--- config.mk ---
export PLATFORM = sky130hd
export DESIGN_NAME = mux2_rr_arbiter
export DESIGN_NICKNAME = d
export VERILOG_FILES = /design/src/rtl/mux2_rr_arbiter.sv
export SDC_FILE = /design/constraint.sdc
export NUM_CORES = 1
export LEC_CHECK = 0
export CAP_MARGIN = 20
export CORE_ASPECT_RATIO = 0.9
export CORE_UTILIZATION = 30
export CTS_CLUSTER_DIAMETER = 30
export CTS_CLUSTER_SIZE = 40
export DETAILED_ROUTE_END_ITERATION = 7
export GPL_ROUTABILITY_DRIVEN = 0
export PLACE_DENSITY = 0.51
export SLEW_MARGIN = 10
export SYNTH_ARGS = -nofsm -noshare
export SYNTH_HDL_FRONTEND = slang
export SYNTH_SLANG_ARGS = --single-unit
--- constraint.sdc ---
create_clock -name clk_i -period 2.37 [get_ports clk_i]
set_clock_uncertainty 0.05 [all_clocks]
set_input_delay 0.474 -clock clk_i [delete_from_list [all_inputs] [get_ports clk_i]]
set_output_delay 0.474 -clock clk_i [all_outputs]
set_load 0.02 [all_outputs]
--- src/rtl/mux2_rr_arbiter.sv ---
// ============================================================================
// mux2_rr_arbiter : round-robin owner arbitration for the shared 2:1 data mux.
// Optional grant statistics (cnt0_o/cnt1_o) when MUX_ARB_STATS_EN is defined.
// Revision: 1.0
// ============================================================================
`default_nettype none

module mux2_rr_arbiter #(
    parameter int W        = 1,
    parameter int MAX_HOLD = 4,
    parameter int CW       = 8
) (
    input  logic         clk_i,
    input  logic         rst_i,
    input  logic         req0_i,
    input  logic         req1_i,
    input  logic [W-1:0] d0_i,
    input  logic [W-1:0] d1_i,
    output logic         gnt0_o,
    output logic         gnt1_o,
    output logic         sel_o,
    output logic [W-1:0] y_o,
    output logic         busy_o
`ifdef MUX_ARB_STATS_EN
    ,
    output logic [CW-1:0] cnt0_o,
    output logic [CW-1:0] cnt1_o
`endif
);

    localparam logic [7:0] HOLD_LAST = 8'(MAX_HOLD - 1);

    typedef enum logic [1:0] {
        ST_IDLE = 2'd0,
        ST_G0   = 2'd1,
        ST_G1   = 2'd2
    } state_t;

    state_t      state_q, state_d;
    logic [7:0]  hold_q,  hold_d;
    logic        last_q,  last_d;
    logic        sel_q,   sel_d;
    logic        enter_g0, enter_g1;

    if (MAX_HOLD < 1 || MAX_HOLD > 255 || CW < 1 || W < 1) begin : g_param_check
        $error("mux2_rr_arbiter: illegal parameter value");
    end

    always_ff @(posedge clk_i) begin
        if (rst_i) begin
            state_q <= ST_IDLE;
            hold_q  <= 8'd0;
            last_q  <= 1'b1;
            sel_q   <= 1'b0;
        end else begin
            state_q <= state_d;
            hold_q  <= hold_d;
            last_q  <= last_d;
            sel_q   <= sel_d;
        end
    end

    always_comb begin
        state_d = state_q;
        hold_d  = hold_q;
        last_d  = last_q;
        sel_d   = sel_q;

        case (state_q)
            ST_IDLE: begin
                hold_d = 8'd0;
                if (req0_i && req1_i) begin
                    // last_q names the previous owner; the other side wins the tie
                    state_d = last_q ? ST_G0 : ST_G1;
                end else if (req0_i) begin
                    state_d = ST_G0;
                end else if (req1_i) begin
                    state_d = ST_G1;
                end
            end
            ST_G0: begin
                if (!req0_i) begin
                    hold_d  = 8'd0;
                    state_d = req1_i ? ST_G1 : ST_IDLE;
                end else if (req1_i && (hold_q == HOLD_LAST)) begin
                    hold_d  = 8'd0;
                    state_d = ST_G1;
                end else if (hold_q != HOLD_LAST) begin
                    hold_d = hold_q + 8'd1;
                end
            end
            ST_G1: begin
                if (!req1_i) begin
                    hold_d  = 8'd0;
                    state_d = req0_i ? ST_G0 : ST_IDLE;
                end else if (req0_i && (hold_q == HOLD_LAST)) begin
                    hold_d  = 8'd0;
                    state_d = ST_G0;
                end else if (hold_q != HOLD_LAST) begin
                    hold_d = hold_q + 8'd1;
                end
            end
            default: begin
                state_d = ST_IDLE;
                hold_d  = 8'd0;
            end
        endcase

        enter_g0 = (state_d == ST_G0) && (state_q != ST_G0);
        enter_g1 = (state_d == ST_G1) && (state_q != ST_G1);

        if (enter_g0) begin
            last_d = 1'b0;
            sel_d  = 1'b0;
        end else if (enter_g1) begin
            last_d = 1'b1;
            sel_d  = 1'b1;
        end
    end

    assign gnt0_o = (state_q == ST_G0);
    assign gnt1_o = (state_q == ST_G1);
    assign sel_o  = sel_q;
    assign busy_o = gnt0_o | gnt1_o;
    assign y_o    = gnt0_o ? d0_i : (gnt1_o ? d1_i : '0);

`ifdef MUX_ARB_STATS_EN
    logic [CW-1:0] cnt0_q, cnt1_q;

    // Counting entries rather than cycles: a continuous grant counts once.
    always_ff @(posedge clk_i) begin
        if (rst_i) begin
            cnt0_q <= '0;
            cnt1_q <= '0;
        end else begin
            if (enter_g0) cnt0_q <= cnt0_q + 1'b1;
            if (enter_g1) cnt1_q <= cnt1_q + 1'b1;
        end
    end

    assign cnt0_o = cnt0_q;
    assign cnt1_o = cnt1_q;
`endif

endmodule

`default_nettype wire

# Word level (Yosys, flattened, before mapping)
# Index checks and enable logic that the tools add are counted.
[totals]
ff_bits = 12
in_bits = 6
output_inout_bits = 5
word_cells = 43
[op_classes]
add_sub_neg = 1
eq_ne = 8
muxes = 21
bitwise_logic = 1
reduce_logical = 8
[ops]
columns = ["operator", "n"]
rows = [
  ["8-bit 2-to-1 mux", 5],
  ["2-bit 2-to-1 mux", 9],
  ["8-bit case mux with 2 select lines", 1],
  ["8-bit by 1-bit adder with 8-bit output (second input constant)", 1],
  ["8-bit by 2-bit == test with 1-bit output (second input constant)", 1],
  ["8-bit by 2-bit != test with 1-bit output (second input constant)", 1],
  ["2-bit case mux with 3 select lines", 1],
  ["1-bit logical AND", 5],
  ["1-bit 2-to-1 mux", 5],
  ["2-bit by 1-bit == test with 1-bit output (second input constant)", 2],
  ["2-bit == test (second input constant)", 2],
  ["2-bit zero test", 1],
  ["2-bit by 1-bit != test with 1-bit output (second input constant)", 1],
  ["2-bit != test (second input constant)", 1],
  ["2-bit nonzero test", 1],
  ["2-bit OR reduction", 1],
  ["1-bit OR", 1],
]

# Logic depth before layout (Yosys ltp)
# Gate-level depths: netlist of the first run.
[logic_depth]
depth_word = 9
mapped_depth = 7

# Worst setup path after synthesis of the first run
# No wires, ideal clock.
[synth_timing]
kind = "register -> output"
start = "register state_q[0]"
end = "output y_o"
arrival_ns = 1.389
t_required_ns = 1.846
setup_slack_ns = 0.457
stages_incl_launch_ff = 5
path_cell_list = "dfxtp_1 inv_1 ha_1 nand2_1 o21ai_0"
[synth_via]
elab_chain_len = 3
elab_cells_between_ends = 4
classes_between = "eq/ne: 2; mux: 2"
[synth_rtl]
columns = ["item", "line", "rtl"]
rows = [
  ["from (decl)", "39", "state_t state_q, state_d;"],
  ["from (signal assigned)", "56", "state_q <= state_d;"],
  ["2-bit == test", "122", "assign gnt1_o = (state_q == ST_G1);"],
  ["via gnt1_o", "20", "output logic gnt1_o,"],
  ["1-bit 2-to-1 mux (2 in series)", "125", "assign y_o = gnt0_o ? d0_i : (gnt1_o ? d1_i : '0);"],
  ["to (decl)", "22", "output logic [W-1:0] y_o,"],
]
# The timed path passes the listed nets, and every way through them passes these cells.

# Worst setup path after layout of the first run
[layout_timing]
start = "register state_q[0]"
end = "output gnt1_o"
[layout_via]
elab_chain_len = 1
[layout_rtl]
columns = ["item", "line"]
rows = [
  ["2-bit == test", "122"],
  ["to (decl)", "20"],
]
# Every way passes these cells.

==> impl_summary.log, run 1 <==
INFO  metric timing_worst_setup_path_type = register to output pin
INFO  metric leakage_power = 0.381 nW
INFO  metric cp-startpoint = state_q[0]
INFO  metric die_w = 55.7 µm
INFO  metric share_of_the_synthesized_area_in_the_top_cell_type = 0.309
INFO  metric totalPowerFinal = 0.764 mW
INFO  metric finalMaxSlewViolations = 0
INFO  metric track_usage = 0.134
INFO  metric ant_nets = 0
INFO  metric grt_pass1_wl = 2.91 mm
INFO  metric period_share = 0.937
INFO  metric antenna-diode-count = 0
INFO  metric clock_latency_of_the_later_clocked_register_in_the_worst_skew_pair = 0.27 ns
INFO  metric dp_worst_setup_slack = 0.0781 ns
INFO  metric ctsRootBufferMaster = sky130_fd_sc_hd__clkbuf_4
INFO  metric origin_of_the_worst_min_delay_path = sel_o
INFO  metric power_density = 782 mW/mm²
INFO  metric crit_arrival = 1.70 ns
INFO  metric mappedNetlistNets = 101
INFO  metric yosys_warnings = 0
INFO  metric crit-reg2reg-launch = state_q[0]
INFO  metric tightest_slew = 0.398 ns
INFO  metric start_util = 0.318
INFO  metric crit_path_start_kind = register
INFO  metric worst_ep_required_time = 1.85 ns
INFO  metric netlist_instances = 90
INFO  metric cts_tree = yes
INFO  metric area_of_combinational_cells_with_multiple_inputs = 504 µm²
INFO  metric post_detailed_routing_wire_length = 1.64 mm
INFO  metric critical_path_peak_fanout = 7
INFO  metric cts_setup_buffers = 0
INFO  metric final.fill_count = 237
INFO  metric port-buffer-count = 10
INFO  metric worst_setup_path_end_kind = output pin
INFO  metric ys_seq_elements = 12
INFO  metric fin_ws = 0.148 ns
INFO  metric grt_setup_unrepaired = false
INFO  metric grt_pass1_vias = 641
INFO  metric routed_via_density = 5.04
INFO  metric ratio_of_cells_with_drive_above_1_in_the_final_layout = 0.170
INFO  metric ys_types = 29
INFO  metric numCtsBuffers = 3
INFO  metric route.vias.total = 675
INFO  metric ys_top_cells_by_area = sky130_fd_sc_hd__dfxtp_1 31%, sky130_fd_sc_hd__ha_1 8.0%, sky130_fd_sc_hd__xor2_1 5.6%
INFO  metric synth-seq-area-share = 0.309
INFO  metric timing.final.hold_violations = 0
INFO  metric clk_pin_slew = 0.08 ns
INFO  metric finish.net_count = 118
INFO  metric worst_slew_margin_rel = 0.733
INFO  metric regArea = 241 µm²
INFO  metric core_region_area = 0.00245 mm²
INFO  metric max_cap_violations = 0
INFO  metric period_minus_slack = 2.22 ns
INFO  metric setup_viol = 0
INFO  metric drt_first_pass_iters = 4
INFO  metric maximum_number_of_pins_on_one_net_before_global_route_repair = 11
INFO  metric row_count = 17
INFO  metric number_of_antenna_violations_at_the_first_check_in_global_routing = 0
INFO  metric setup_total_negative_slack = 0 ns
INFO  metric place_hpwl = 1.26 mm
INFO  metric violation_count_after_the_first_detailed_routing_iteration = 11
INFO  metric ir_drop = 0.000404 V
INFO  metric drcViolationCount = 0
INFO  metric overflow = 0
INFO  metric worstHoldPathType = register to register
INFO  metric fmaxAchievable = 450 MHz
INFO  metric synth_area_per_cell = 8.65 µm²
INFO  metric fp.dieH = 50.3 µm
INFO  metric die_area = 0.00280 mm²
INFO  metric final_cell_mix = 11 x sky130_fd_sc_hd__dfxtp_1, 10 x sky130_fd_sc_hd__nor2_1, 9 x sky130_fd_sc_hd__clkdlybuf4s50_1
INFO  metric clock_tree.htree_level_count = 1
INFO  metric run_status = completed
INFO  metric area_added_between_synthesis_and_finish = 25.4%
INFO  metric numClockSinks = 12
INFO  metric avgRoutedWirePerCell = 12.2 µm
INFO  metric cts-root-to-sink-buffers = 2
INFO  metric io_pins = 11
INFO  metric synth_top_area_cell = sky130_fd_sc_hd__dfxtp_1
INFO  metric leading_cell_type_in_the_layout_fill_and_taps_excluded = sky130_fd_sc_hd__dfxtp_1
INFO  metric syn_area = 778 µm²
-- power by group --
part	switching (mW)	internal (mW)
logic	0.188	0.166
clock network	0.0671	0.0933
registers	0.0225	0.227
-- synthesized netlist by cell type --
| cell | number |
|---|---|
| sky130_fd_sc_hd__a2111oi_4 | 1 |
| sky130_fd_sc_hd__o211ai_1 | 2 |
| sky130_fd_sc_hd__nor4_4 | 1 |
| sky130_fd_sc_hd__nor2_1 | 10 |
| sky130_fd_sc_hd__nand3_1 | 8 |
| sky130_fd_sc_hd__ha_1 | 5 |
| sky130_fd_sc_hd__dfxtp_1 | 12 |
| sky130_fd_sc_hd__nand2_1 | 7 |
| sky130_fd_sc_hd__xor2_1 | 5 |
| sky130_fd_sc_hd__nor3_1 | 2 |
| sky130_fd_sc_hd__and3_2 | 1 |
| sky130_fd_sc_hd__and3_1 | 2 |
| sky130_fd_sc_hd__a221oi_2 | 1 |
| sky130_fd_sc_hd__a211oi_2 | 1 |
| sky130_fd_sc_hd__inv_1 | 7 |
| sky130_fd_sc_hd__clkbuf_2 | 1 |
| sky130_fd_sc_hd__xnor2_1 | 2 |
| sky130_fd_sc_hd__o21ai_1 | 1 |
| sky130_fd_sc_hd__nand2b_1 | 1 |
| sky130_fd_sc_hd__buf_2 | 1 |
| sky130_fd_sc_hd__nand3_4 | 1 |
| sky130_fd_sc_hd__a311o_1 | 2 |
| sky130_fd_sc_hd__a31oi_1 | 1 |
| sky130_fd_sc_hd__nor2b_1 | 2 |
| sky130_fd_sc_hd__nand3b_1 | 1 |
| sky130_fd_sc_hd__nor4_2 | 1 |
| sky130_fd_sc_hd__o21ai_0 | 3 |
| sky130_fd_sc_hd__a311oi_2 | 1 |
| sky130_fd_sc_hd__a21oi_1 | 7 |
-- layer usage --
layer | up-vias | track usage | part of all wire
li1 | 352 | - | -
met1 | 316 | 0.162 | 0.49
met2 | 7 | 0.231 | 0.49
met3 | 0 | 0.0464 | 0.021
met4 | 0 | 0.0250 | 0
met5 | - | 0 | 0
-- path summary, 6_finish.rpt --
path              cells after the start  slack (ns)  endpoint
hold / removal                        2        0.42     sel_o
hold reg to reg                       2        0.42     sel_o
setup / recovery                      4        0.15    gnt1_o
setup reg to reg                      8        0.38    last_q
-- per-stage QoR --
stage | area [µm²] | hold WS (ns) | util | cells
after detailed placement | 933 | 0.412 | 0.382 | 130
after floorplan | 778 | 0.420 | - | 90
final | 976 | 0.424 | 0.399 | 134
after CTS | 972 | 0.430 | 0.397 | 134
after global placement | 933 | 0.415 | 0.382 | 130
after global routing | 976 | 0.456 | 0.399 | 134
-- logic make-up after synthesis --
kind of cell               after synthesis  share of synthesized area
adders and majority gates                5                     0.0804
buffers and inverters                    9                     0.0466
xor gates and xnor gates                 7                     0.0788
DFF                                     12                      0.309
AOI/OAI and AO/OA                       20                      0.214
and+or+nand+nor                         37                      0.272
-- registers in the layout, indices dropped and copies added, names as in the netlist --
name,count
hold_q,8
last_q,1
sel_o,1
state_q,2
-- final cells by class --
type,count,share of cell area
tap,28,0.0359
clock buffer,4,0.0372
inverter,7,0.0269
sequential,12,0.247
timing repair buffer,14,0.136
multi-input combinational,69,0.517
-- worst max-delay path, stage by stage, from the launching register on --
cell	delay, ns
sky130_fd_sc_hd__dfxtp_2	0.41
sky130_fd_sc_hd__inv_1	0.10
sky130_fd_sc_hd__ha_1	0.22
sky130_fd_sc_hd__buf_4	0.16
sky130_fd_sc_hd__clkdlybuf4s50_1	0.53
-- repair_timing --
item / CTS / global route
hold buffers: 0 / 0
endpoints found under the setup margin: 1 / 3
gates resized for setup: 1 / 2
Power figures use the tool's default switching activity.
==> run 2: changes to the inputs <==
==> constraint.sdc (replaced) <==
create_clock -name clk_i -period 2.2 [get_ports clk_i]
set_clock_uncertainty 0.05 [all_clocks]
set_input_delay 0.44 -clock clk_i [delete_from_list [all_inputs] [get_ports clk_i]]
set_output_delay 0.44 -clock clk_i [all_outputs]
set_load 0.02 [all_outputs]
==> impl_summary.log, run 2 (synthesized netlist as in run 1, its figures left out) <==
INFO  metric reg2regPathDepth = 7
INFO  metric crit-reg2reg-launch = state_q[1]
INFO  metric fin_ws = 0.166 ns
INFO  metric hold_path_depth = 2
INFO  metric die_area = 0.00280 mm²
INFO  metric port-buffer-count = 10
INFO  metric period_minus_slack = 2.03 ns
INFO  metric largest_reg_flops = 8
INFO  metric finish.net_count = 121
INFO  metric reg_top3 = hold_q: 8 flops, state_q: 2 flops
INFO  metric route.vias.total = 678
INFO  metric antenna-diode-count = 0
INFO  metric routed_via_density = 4.95
INFO  metric combPwrFrac = 0.457
INFO  metric max_cap_violations = 0
INFO  metric postCtsHoldBufs = 0
INFO  metric crit_path_start_kind = register
INFO  metric worst_setup_path_end_kind = output pin
INFO  metric timing.final.hold_violations = 0
INFO  metric ctsRootBufferMaster = sky130_fd_sc_hd__clkbuf_4
INFO  metric worst_ep_required_time = 1.71 ns
INFO  metric overflow = 0
INFO  metric r2r-end = sel_o
INFO  metric place_hpwl = 1.32 mm
INFO  metric setup_viol = 0
INFO  metric clock_power_share = 0.210
INFO  metric numCtsBuffers = 3
INFO  metric critical_path_peak_fanout = 6
INFO  metric clk_pin_slew = 0.07 ns
INFO  metric cts_tree = yes
INFO  metric avgRoutedWirePerCell = 12.0 µm
INFO  metric post_detailed_routing_wire_length = 1.64 mm
INFO  metric maximum_number_of_pins_on_one_net_before_global_route_repair = 9
INFO  metric tightest_slew = 0.378 ns
INFO  metric whs_endpoint = sel_o
INFO  metric clock_latency_of_the_later_clocked_register_in_the_worst_skew_pair = 0.27 ns
INFO  metric core_region_area = 0.00245 mm²
INFO  metric fp.dieH = 50.3 µm
INFO  metric worst_slew_margin_rel = 0.747
INFO  metric ratio_of_cells_with_drive_above_1_in_the_final_layout = 0.193
INFO  metric cts_setup_buffers = 0
INFO  metric switchingPower = 0.299 mW
INFO  metric row_count = 17
INFO  metric io_pins = 11
INFO  metric area_added_between_synthesis_and_finish = 28.6%
INFO  metric ir_drop = 0.000560 V
INFO  metric grt_pass1_wl = 2.90 mm
INFO  metric number_of_antenna_violations_at_the_first_check_in_global_routing = 0
INFO  metric finalMaxSlewViolations = 0
INFO  metric utilization_after_layout = 0.409
INFO  metric drt_first_pass_iters = 4
INFO  metric fmaxAchievable = 492 MHz
INFO  metric crit_arrival = 1.54 ns
INFO  metric clock_tree.htree_level_count = 1
INFO  metric internal_power = 0.527 mW
INFO  metric dp_cells = 133
INFO  metric numClockSinks = 12
INFO  metric origin_of_the_worst_min_delay_path = sel_o
INFO  metric die_w = 55.7 µm
INFO  metric final_cell_mix = 10 x sky130_fd_sc_hd__nor2_1, 10 x sky130_fd_sc_hd__dfxtp_1, 8 x sky130_fd_sc_hd__nand3_1
INFO  metric leakage_power = 0.430 nW
INFO  metric totalPowerFinal = 0.826 mW
INFO  metric drcViolationCount = 0
INFO  metric regMostFlops = hold_q
INFO  metric timing_worst_setup_path_type = register to output pin
INFO  metric filler_free_cell_count_of_the_finished_design = 137
INFO  metric dp_worst_setup_slack = -0.0107 ns
INFO  metric worstHoldPathType = register to register
INFO  metric setup_slack_reg_to_reg = 0.27 ns
INFO  metric switching_share = 0.362
INFO  metric run_status = completed
INFO  metric postPlaceCellArea = 956 µm²
INFO  metric track_usage = 0.134
INFO  metric ant_nets = 0
INFO  metric finalInstanceArea = 0.00100 mm²
INFO  metric period_share = 0.925
INFO  metric grt_pass1_vias = 636
INFO  metric cts-root-to-sink-buffers = 2
INFO  metric start_util = 0.318
INFO  metric power_frac_seq = 0.332
INFO  metric power_density = 825 mW/mm²
INFO  metric violation_count_after_the_first_detailed_routing_iteration = 9
INFO  metric grt_setup_unrepaired = false
## run 2: cell count changes in the layout (fill, tap and decap cells not counted)
cell and change:
sky130_fd_sc_hd__buf_4 +3, sky130_fd_sc_hd__ha_2 -1, sky130_fd_sc_hd__dfxtp_1 -1, sky130_fd_sc_hd__dlygate4sd2_1 +1, sky130_fd_sc_hd__clkdlybuf4s50_1 -3, sky130_fd_sc_hd__dfxtp_2 +1
sky130_fd_sc_hd__ha_1 +1, sky130_fd_sc_hd__dlymetal6s2s_1 +2
## run 2: per-layer routing
layer  share of wire  track usage  vias up  wire length, µm
met5               0            0        -                0
met3           0.038       0.0541        3               63
met4          0.0049       0.0375        0                8
met2            0.46        0.211       10              760
met1            0.49        0.168      308              806
li1                -            -      357                -
## run 2: worst max path at each step
stage	from	endpoint	slack (ns)	cells after the start
after global routing	state_q[0]	y_o	0.04	5
after CTS	state_q[1]	gnt0_o	0.03	3
after global placement	d1_i	y_o	0.02	4
after floorplan	state_q[1]	sel_o	0.31	7
after detailed placement	req1_i	last_q	-0.01	6
final	state_q[1]	y_o	0.17	4
## run 2: stage by stage
step	hold slack, ns	setup TNS, ns
floorplan	0.420	0
CTS	0.428	0
global placement	0.414	0
detailed placement	0.414	-0.0107
global route	0.447	0
finish	0.426	0
## run 2: what timing repair did
action / in CTS / in global routing
gates resized for setup: 3 / 3
endpoints found under the setup margin: 3 / 3
hold endpoints to repair: 0 / 0
pin swaps: 0 / 0
## run 2: critical path: stages, from the launching register on
cell and delay (ns):
sky130_fd_sc_hd__dfxtp_2 0.39, sky130_fd_sc_hd__inv_1 0.10, sky130_fd_sc_hd__ha_1 0.26, sky130_fd_sc_hd__o21ai_0 0.17, sky130_fd_sc_hd__dlygate4sd2_1 0.34
## run 2: layout make-up
cell class / count / area (µm²)
fill: 252 / 1450
inverter: 7 / 26.3
clock buffer: 4 / 36.3
tap: 28 / 35.0
sequential: 12 / 243
multi-input combinational: 69 / 502
timing repair buffer: 17 / 159
## run 2: power by group through the flow
| stage | sequential (mW) | clock, mW | combinational [mW] |
|---|---|---|---|
| 2_1_floorplan | 0.275 | 0 | 0.250 |
| 3_3_place_gp | 0.278 | 0 | 0.388 |
| 3_5_place_dp | 0.276 | 0 | 0.387 |
| 4_1_cts | 0.274 | 0.178 | 0.387 |
| 5_1_grt | 0.279 | 0.194 | 0.413 |
| 6_report | 0.274 | 0.174 | 0.378 |
==> run 3: changes to the inputs <==
--- a/config.mk
+++ b/config.mk
@@ -7,12 +7,12 @@
 export LEC_CHECK = 0
 export CAP_MARGIN = 20
 export CORE_ASPECT_RATIO = 0.9
-export CORE_UTILIZATION = 30
+export CORE_UTILIZATION = 52
 export CTS_CLUSTER_DIAMETER = 30
 export CTS_CLUSTER_SIZE = 40
 export DETAILED_ROUTE_END_ITERATION = 7
-export GPL_ROUTABILITY_DRIVEN = 0
-export PLACE_DENSITY = 0.51
+export PLACE_DENSITY = 0.79
+export REMOVE_ABC_BUFFERS = 1
 export SLEW_MARGIN = 10
 export SYNTH_ARGS = -nofsm -noshare
 export SYNTH_HDL_FRONTEND = slang
==> impl_summary.log, run 3 (synthesized netlist as in run 1, its figures left out) <==
INFO  metric postCtsHoldBufs = 0
INFO  metric io_pins = 11
INFO  metric clock_power_share = 0.212
INFO  metric switching_share = 0.373
INFO  metric tightest_slew = 0.381 ns
INFO  metric maximum_number_of_pins_on_one_net_before_global_route_repair = 10
INFO  metric fmaxAchievable = 496 MHz
INFO  metric timing.final.hold_violations = 0
INFO  metric ctsRootBufferMaster = sky130_fd_sc_hd__clkbuf_4
INFO  metric area_added_between_synthesis_and_finish = 22.8%
INFO  metric switchingPower = 0.304 mW
INFO  metric start_util = 0.596
INFO  metric gp_congestion = 0.872
INFO  metric drt_first_pass_iters = 4
INFO  metric run_status = completed
INFO  metric finish.net_count = 118
INFO  metric timing_worst_setup_path_type = register to output pin
INFO  metric leakage_power = 0.393 nW
INFO  metric whs_endpoint = sel_o
INFO  metric clk_pin_slew = 0.07 ns
INFO  metric die_w = 42.8 µm
INFO  metric track_usage = 0.232
INFO  metric final_cell_mix = 10 x sky130_fd_sc_hd__nor2_1, 10 x sky130_fd_sc_hd__dfxtp_1, 8 x sky130_fd_sc_hd__nand3_1
INFO  metric dp_worst_setup_slack = -0.00800 ns
INFO  metric clock_latency_of_the_later_clocked_register_in_the_worst_skew_pair = 0.27 ns
INFO  metric crit_arrival = 1.53 ns
INFO  metric regMostFlops = hold_q
INFO  metric filler_free_cell_count_of_the_finished_design = 120
INFO  metric row_count = 12
INFO  metric numCtsBuffers = 3
INFO  metric ratio_of_cells_with_drive_above_1_in_the_final_layout = 0.179
INFO  metric critical_path_peak_fanout = 7
INFO  metric core_region_area = 0.00131 mm²
INFO  metric post_detailed_routing_wire_length = 1.58 mm
INFO  metric violation_count_after_the_first_detailed_routing_iteration = 36
INFO  metric fp.dieH = 38.7 µm
INFO  metric worst_slew_margin_rel = 0.745
INFO  metric period_share = 0.917
INFO  metric place_hpwl = 1.24 mm
INFO  metric ir_drop = 0.000569 V
INFO  metric max_cap_violations = 0
INFO  metric internal_power = 0.510 mW
INFO  metric drcViolationCount = 0
INFO  metric numClockSinks = 12
INFO  metric cts_setup_buffers = 0
INFO  metric grt_setup_unrepaired = false
INFO  metric finalMaxSlewViolations = 0
INFO  metric avgRoutedWirePerCell = 13.2 µm
INFO  metric largest_reg_flops = 8
INFO  metric die_area = 0.00166 mm²
INFO  metric setup_total_negative_slack = 0 ns
INFO  metric postCtsResizedCells = 6
INFO  metric hold_ws = 0.431 ns
INFO  metric setup_viol = 0
INFO  metric crit-reg2reg-launch = state_q[0]
INFO  metric grt_pass1_wl = 2.83 mm
INFO  metric reg_top3 = hold_q: 8 flops, state_q: 2 flops
INFO  metric port-buffer-count = 10
INFO  metric power_density = 852 mW/mm²
INFO  metric clock_tree.htree_level_count = 1
INFO  metric reg2regPathDepth = 7
INFO  metric dp_cells = 116
INFO  metric combPwrFrac = 0.447
INFO  metric origin_of_the_worst_min_delay_path = sel_o
INFO  metric number_of_antenna_violations_at_the_first_check_in_global_routing = 0
INFO  metric ant_nets = 0
INFO  metric worst_ep_required_time = 1.71 ns
INFO  metric power_frac_seq = 0.340
INFO  metric setup_slack_reg_to_reg = 0.19 ns
INFO  metric grt_pass1_vias = 620
INFO  metric finalInstanceArea = 956 µm²
INFO  metric hold_path_depth = 2
INFO  metric cp-startpoint = state_q[0]
INFO  metric overflow = 0
INFO  metric fin_ws = 0.183 ns
INFO  metric cts-root-to-sink-buffers = 2
INFO  metric worstHoldPathType = register to register
INFO  metric final.fill_count = 96
INFO  metric routed_via_density = 5.64
INFO  metric route.vias.total = 677
INFO  metric crit_path_start_kind = register
INFO  metric worst_setup_path_end_kind = output pin
INFO  metric postPlaceCellArea = 916 µm²
INFO  metric cts_tree = yes
INFO  metric period_minus_slack = 2.02 ns
INFO  metric totalPowerFinal = 0.814 mW
INFO  metric utilization_after_layout = 0.732
INFO  metric antenna-diode-count = 0
INFO  metric r2r-end = sel_o
-- run 3: changes by cell type in the layout (fill, tap and decap cells not counted), sizes merged --
cell,change
buf,-3
dlygate4sd2,+2
dlymetal6s2s,-2
-- run 3: area by class of cell --
type,count,area [µm²],share of cell area
inverter,7,26.3,0.0275
multi-input combinational,69,504,0.527
clock buffer,4,36.3,0.0380
timing repair buffer,14,129,0.135
sequential,12,243,0.254
tap,14,17.5,0.0183
-- run 3: power groups by stage --
stage | Combinational, mW | Sequential, mW | Clock (mW)
3_5_place_dp | 0.374 | 0.277 | 0
3_3_place_gp | 0.366 | 0.276 | 0
6_report | 0.364 | 0.277 | 0.173
5_1_grt | 0.402 | 0.281 | 0.188
2_1_floorplan | 0.245 | 0.275 | 0
4_1_cts | 0.362 | 0.276 | 0.178
-- run 3: per-layer routing --
| metal | up-vias | share of wire | GRT usage |
|---|---|---|---|
| li1 | 354 | - | - |
| met1 | 302 | 0.51 | 0.307 |
| met2 | 21 | 0.45 | 0.371 |
| met3 | 0 | 0.046 | 0.0841 |
| met4 | 0 | 0 | 0.0234 |
| met5 | - | 0 | 0 |
-- run 3: worst max-delay path by stage --
| stage | endpoint | slack (ns) |
|---|---|---|
| global placement | y_o | 0.02 |
| floorplan | sel_o | 0.31 |
| global route | sel_o | 0.03 |
| finish | y_o | 0.18 |
| detailed placement | y_o | -0.008 |
| CTS | gnt1_o | 0.08 |
-- run 3: worst max-delay path, stage by stage, from the launching register on --
cell and delay, ns:
sky130_fd_sc_hd__dfxtp_2 0.37, sky130_fd_sc_hd__inv_1 0.12, sky130_fd_sc_hd__ha_1 0.24, sky130_fd_sc_hd__nand2_1 0.06
sky130_fd_sc_hd__o21ai_0 0.12, sky130_fd_sc_hd__dlygate4sd2_1 0.35
